### config.mk
export PLATFORM = sky130hd
export DESIGN_NAME = cpu_sequencer
export DESIGN_NICKNAME = d
export VERILOG_FILES = /design/src/rtl/cpu_sequencer.sv
export SDC_FILE = /design/constraint.sdc
export NUM_CORES = 1
export LEC_CHECK = 0
export ABC_CLOCK_PERIOD_IN_PS = 3200
export CORE_MARGIN = 2
export CORE_UTILIZATION = 48
export DETAILED_ROUTE_END_ITERATION = 8
export PLACE_DENSITY = 0.91
export SYNTH_ARGS = -nofsm -noshare
export SYNTH_HDL_FRONTEND = slang
export SYNTH_SLANG_ARGS = --single-unit
### constraint.sdc
create_clock -name clk -period 3.2 [get_ports clk]
set_input_delay 0.48 -clock clk [delete_from_list [all_inputs] [get_ports clk]]
set_output_delay 0.48 -clock clk [all_outputs]
set_load 0.05 [all_outputs]
### src/rtl/cpu_sequencer.sv
// Cycle sequencer for the Nandy CPU: fetches instruction bytes over a ready
// handshake, then steps through one or two execute cycles per instruction.
module cpu_sequencer #(
  parameter int unsigned WAIT_LIMIT = 15,
  parameter int unsigned CNT_W      = 16,
  parameter logic [7:0]  RESET_INST = 8'h00
) (
  input  logic             clk,
  input  logic             rst_n,
  input  logic             run,
  input  logic             step_mode,
  input  logic [7:0]       mem_rdata,
  input  logic             mem_ready,
  input  logic             mc,
  input  logic             mem_op,
  input  logic             nsig_halt,
  output logic [7:0]       inst,
  output logic             cycle,
  output logic             ncycle,
  output logic             fetch_req,
  output logic             data_req,
  output logic             pc_inc,
  output logic             exec_en,
  output logic             halted,
  output logic             bus_err,
  output logic [CNT_W-1:0] retired
);

  localparam int unsigned WAIT_W   = (WAIT_LIMIT > 1) ? $clog2(WAIT_LIMIT) : 1;
  localparam int unsigned WAIT_MAX = (WAIT_LIMIT > 0) ? WAIT_LIMIT - 1 : 0;
  localparam bit          WAIT_ON  = (WAIT_LIMIT > 0);

  typedef enum logic [2:0] {
    S_IDLE  = 3'd0,
    S_FETCH = 3'd1,
    S_EXEC0 = 3'd2,
    S_EXEC1 = 3'd3,
    S_HALT  = 3'd4
  } state_e;

  state_e            state_q, state_d;
  logic [7:0]        inst_q, inst_d;
  logic              bus_err_q, bus_err_d;
  logic [CNT_W-1:0]  retired_q, retired_d;
  logic [WAIT_W-1:0] wait_q, wait_d;

  logic accept_c, stall_c, timeout_c, retire_c;

  // Handshake and retire qualifiers shared by next-state and output logic
  always_comb begin
    accept_c  = (state_q == S_FETCH) && mem_ready;
    stall_c   = ((state_q == S_FETCH) && !mem_ready) ||
                ((state_q == S_EXEC1) && mem_op && !mem_ready);
    timeout_c = WAIT_ON && stall_c && (wait_q == WAIT_W'(WAIT_MAX));
    retire_c  = ((state_q == S_EXEC0) && !mc) ||
                ((state_q == S_EXEC1) && (!mem_op || mem_ready));
  end

  // State and datapath registers
  always_ff @(posedge clk or negedge rst_n) begin
    if (!rst_n) begin
      state_q   <= S_IDLE;
      inst_q    <= RESET_INST;
      bus_err_q <= 1'b0;
      retired_q <= '0;
      wait_q    <= '0;
    end else begin
      state_q   <= state_d;
      inst_q    <= inst_d;
      bus_err_q <= bus_err_d;
      retired_q <= retired_d;
      wait_q    <= wait_d;
    end
  end

  // Next-state logic
  always_comb begin
    state_d   = state_q;
    inst_d    = inst_q;
    bus_err_d = bus_err_q;
    retired_d = retired_q;
    wait_d    = '0;

    unique case (state_q)
      S_IDLE:  if (run) state_d = S_FETCH;
      S_FETCH: begin
        if (accept_c) begin
          inst_d  = mem_rdata;
          state_d = S_EXEC0;
        end else if (timeout_c) begin
          bus_err_d = 1'b1;
          state_d   = S_HALT;
        end
      end
      S_EXEC0: if (mc) state_d = S_EXEC1;
      S_EXEC1: begin
        if (timeout_c) begin
          bus_err_d = 1'b1;
          state_d   = S_HALT;
        end
      end
      S_HALT:  state_d = S_HALT;
      default: state_d = S_IDLE;
    endcase

    // Halt request wins over single-step at retire
    if (retire_c) begin
      retired_d = retired_q + CNT_W'(1);
      if (!nsig_halt)     state_d = S_HALT;
      else if (step_mode) state_d = S_IDLE;
      else                state_d = S_FETCH;
    end

    // Stalls hold the state, so counting here only ever spans one state
    if (WAIT_ON && stall_c && !timeout_c) wait_d = wait_q + WAIT_W'(1);
  end

  // Output decode
  always_comb begin
    cycle     = 1'b0;
    fetch_req = 1'b0;
    data_req  = 1'b0;
    pc_inc    = 1'b0;
    exec_en   = 1'b0;
    halted    = 1'b0;

    unique case (state_q)
      S_FETCH: begin
        fetch_req = 1'b1;
        pc_inc    = accept_c;
      end
      S_EXEC0: exec_en = 1'b1;
      S_EXEC1: begin
        cycle    = 1'b1;
        data_req = mem_op;
        exec_en  = retire_c;
      end
      S_HALT:  halted = 1'b1;
      default: ;
    endcase
  end

  assign ncycle  = ~cycle;
  assign inst    = inst_q;
  assign bus_err = bus_err_q;
  assign retired = retired_q;

endmodule

==> results.json <==
{
  "status": "completed",
  "cts.sinks": 32,
  "max_stage_delay_ns": 0.85,
  "arrival_ns": 2.39,
  "ios": 48,
  "post_cts.repair.setup_buffers": 0,
  "synthArstFlopShare_pct": 100,
  "leakage_nw": 0.873,
  "wl_um": 3120,
  "grt_max_degree": 33,
  "synth_nets": 142,
  "placementRows": 20,
  "ys_seq_elements": 32,
  "track_usage_pct": 20.6,
  "n_antenna_cell": 0,
  "postCtsHoldBufs": 0,
  "vias_per_cell": 5.43,
  "setup_viol": 0,
  "end_kind": "primary output",
  "synthesis.area_um2": 1470,
  "hp-class": "reg -> reg",
  "overflow": 0,
  "synthDistinctLibCells": 30,
  "firstDrtPassIters": 4,
  "critPathKind": "in -> out",
  "final_hold_viol_count": 0,
  "die_area_um2": 3520,
  "area_delta_synth_final_pct": 40.8,
  "powerDensity_nw_per_um2": 940,
  "cts_tree": "built",
  "wl_per_cell_um": 14.9,
  "path_buf_inv": 2,
  "die_w_um": 59.3,
  "grt_pass1_wl_um": 5270,
  "crit_path_start_kind": "input port",
  "num_vias": 1141,
  "slew_headroom_pct": 56.7,
  "fmax_ghz": 0.349,
  "hold_slack_ns": 0.476,
  "synth-seq-area-share_pct": 54.6,
  "syn_inst": 123,
  "cpMostUsedCell": "clkdlybuf4s50_1",
  "numCtsBuffers": 5,
  "fin_crit_sh_pct": 89.5,
  "die_y_um": 59.3,
  "path_clk_slew_ns": 0.09,
  "final_util_pct": 69.4,
  "port_buffers": 47,
  "rsz0062_at_grt": "false",
  "crit_family": "buffers and inverters",
  "antenna_found_initial": 0,
  "htree_levels": 2,
  "grt_pass1_vias": 1183,
  "gp_congestion": 0.764,
  "coreArea_um2": 2980,
  "synth_top_area_share_pct": 54.6,
  "power_w": 0.00194,
  "worstMarginPinSlew_ns": 0.648,
  "synth_most_common_cell": "dfrtp_1",
  "fin_setup_tns_ns": 0,
  "drive_above_1_share_pct": 13.6,
  "place_hpwl_um": 2340,
  "yosys-top-cells-area": "dfrtp_1 55%, xnor2_1 8.4%, mux2_2 6.9%",
  "fin_crit_ns": 2.87,
  "cp.required_ns": 2.72,
  "clock_skew_ns": 0.0133,
  "yosys_warnings": 0,
  "fin_nets": 195,
  "post_cts_resized": 0,
  "synth_edf_count": 0,
  "drc_errors": 0,
  "path_max_fanout": 9,
  "maxCapViolCount": 0,
  "worstSkewPairLatency_ns": 0.34,
  "cts_buffer_depth": 2,
  "slew_violations": 0,
  "yosysTopAreaCell": "dfrtp_1",
  "synth_ff_type": "dfrtp_1",
  "ys_top_cells_by_count": "32 x dfrtp_1, 14 x xnor2_1, 9 x mux2_2, 9 x nand3_1, 9 x nor2_1",
  "root_buffer": "clkbuf_4",
  "cpMaxStageDelayCell": "clkdlybuf4s50_1",
  "vdd_drop_max_mv": 0.569,
  "start_util_pct": 49.3,
  "syn_area_per_cell_um2": 11.9,
  "path_cells": "clkdlybuf4s50_1, or2b_1, nor2_4, clkdlybuf4s50_1",
  "drt_iter0_drc": 27,
  "ant_nets": 0
}
-- metal layers --
metal | track usage [%] | wire length (µm) | vias to the layer above
met5 | 0 | 0 | -
met3 | 7.64 | 250 | 7
met2 | 35.3 | 1620 | 47
li1 | - | - | 539
met4 | 8.12 | 56 | 0
met1 | 23.2 | 1190 | 548
-- cells by family after synthesis --
| logic type | after synthesis | share of synthesized area, % |
|---|---|---|
| xor+xnor | 17 | 10.1 |
| buf+inv | 4 | 1.62 |
| flops | 32 | 54.6 |
| mux | 9 | 6.91 |
| fa+ha+maj | 3 | 2.56 |
| simple gates | 55 | 22.8 |
| compound gates | 3 | 1.45 |
-- sequential cells by signal (all words and copies together) (netlist names) --
register	cells
retired	16
state_q	3
bus_err	1
wait_q	4
inst	8
-- path summary, 6_finish.rpt --
kind	from	end	cells after the start	slack [ns]
worst max-delay path	mem_ready	pc_inc	4	0.33
worst min-delay path	bus_err$_DFFE_PN0P_	bus_err$_DFFE_PN0P_	1	0.48
worst max register to register	state_q[0]$_DFFE_PN0P_	retired[1]$_DFFE_PN0P_	3	1.39
worst min register to register	bus_err$_DFFE_PN0P_	bus_err$_DFFE_PN0P_	1	0.48
max in group asynchronous	rst_n	state_q[1]$_DFFE_PN0P_	2	2.38
min in group asynchronous	rst_n	retired[1]$_DFFE_PN0P_	2	0.52
-- layout by cell type (no fill, tap or decap), types with 2 or more instances in the layout --
cell type	n
and3_1	4
and4_1	2
clkbuf_4	5
clkbuf_8	2
clkdlybuf4s50_1	47
dfrtp_1	32
ha_1	3
inv_1	2
mux2_2	9
nand2_1	6
nand2b_1	2
nand3_1	9
nand3b_1	2
nand4_1	6
nor2_1	9
nor2b_1	2
nor3_1	2
nor4_1	2
or2b_1	2
xnor2_1	14
xor2_1	3
-- stage by stage --
step	worst slack [ns]	cells	instance area (µm²)
floorplan	1.03	123	1470
global placement	0.368	202	1970
detailed placement	0.337	202	1970
CTS	0.330	210	2070
global route	0.239	210	2070
finish	0.335	210	2070
-- power by group --
| group | switching, W | internal [W] | leakage, nW |
|---|---|---|---|
| combinational | 0.000618 | 0.000360 | 0.409 |
| clock | 0.000134 | 0.000207 | 0.0515 |
| sequential | 0.000108 | 0.000513 | 0.413 |
-- cell type report --
type                    count  area (µm²)
well taps                  33        41.3
inverters                   2        7.51
fillers                   237         912
clock inverters             1        30.0
clock buffers               7        65.1
repair buffers             48         478
flip-flops and latches     32         801
multi-input cells          87         643
(Power assumes the default switching activity.)
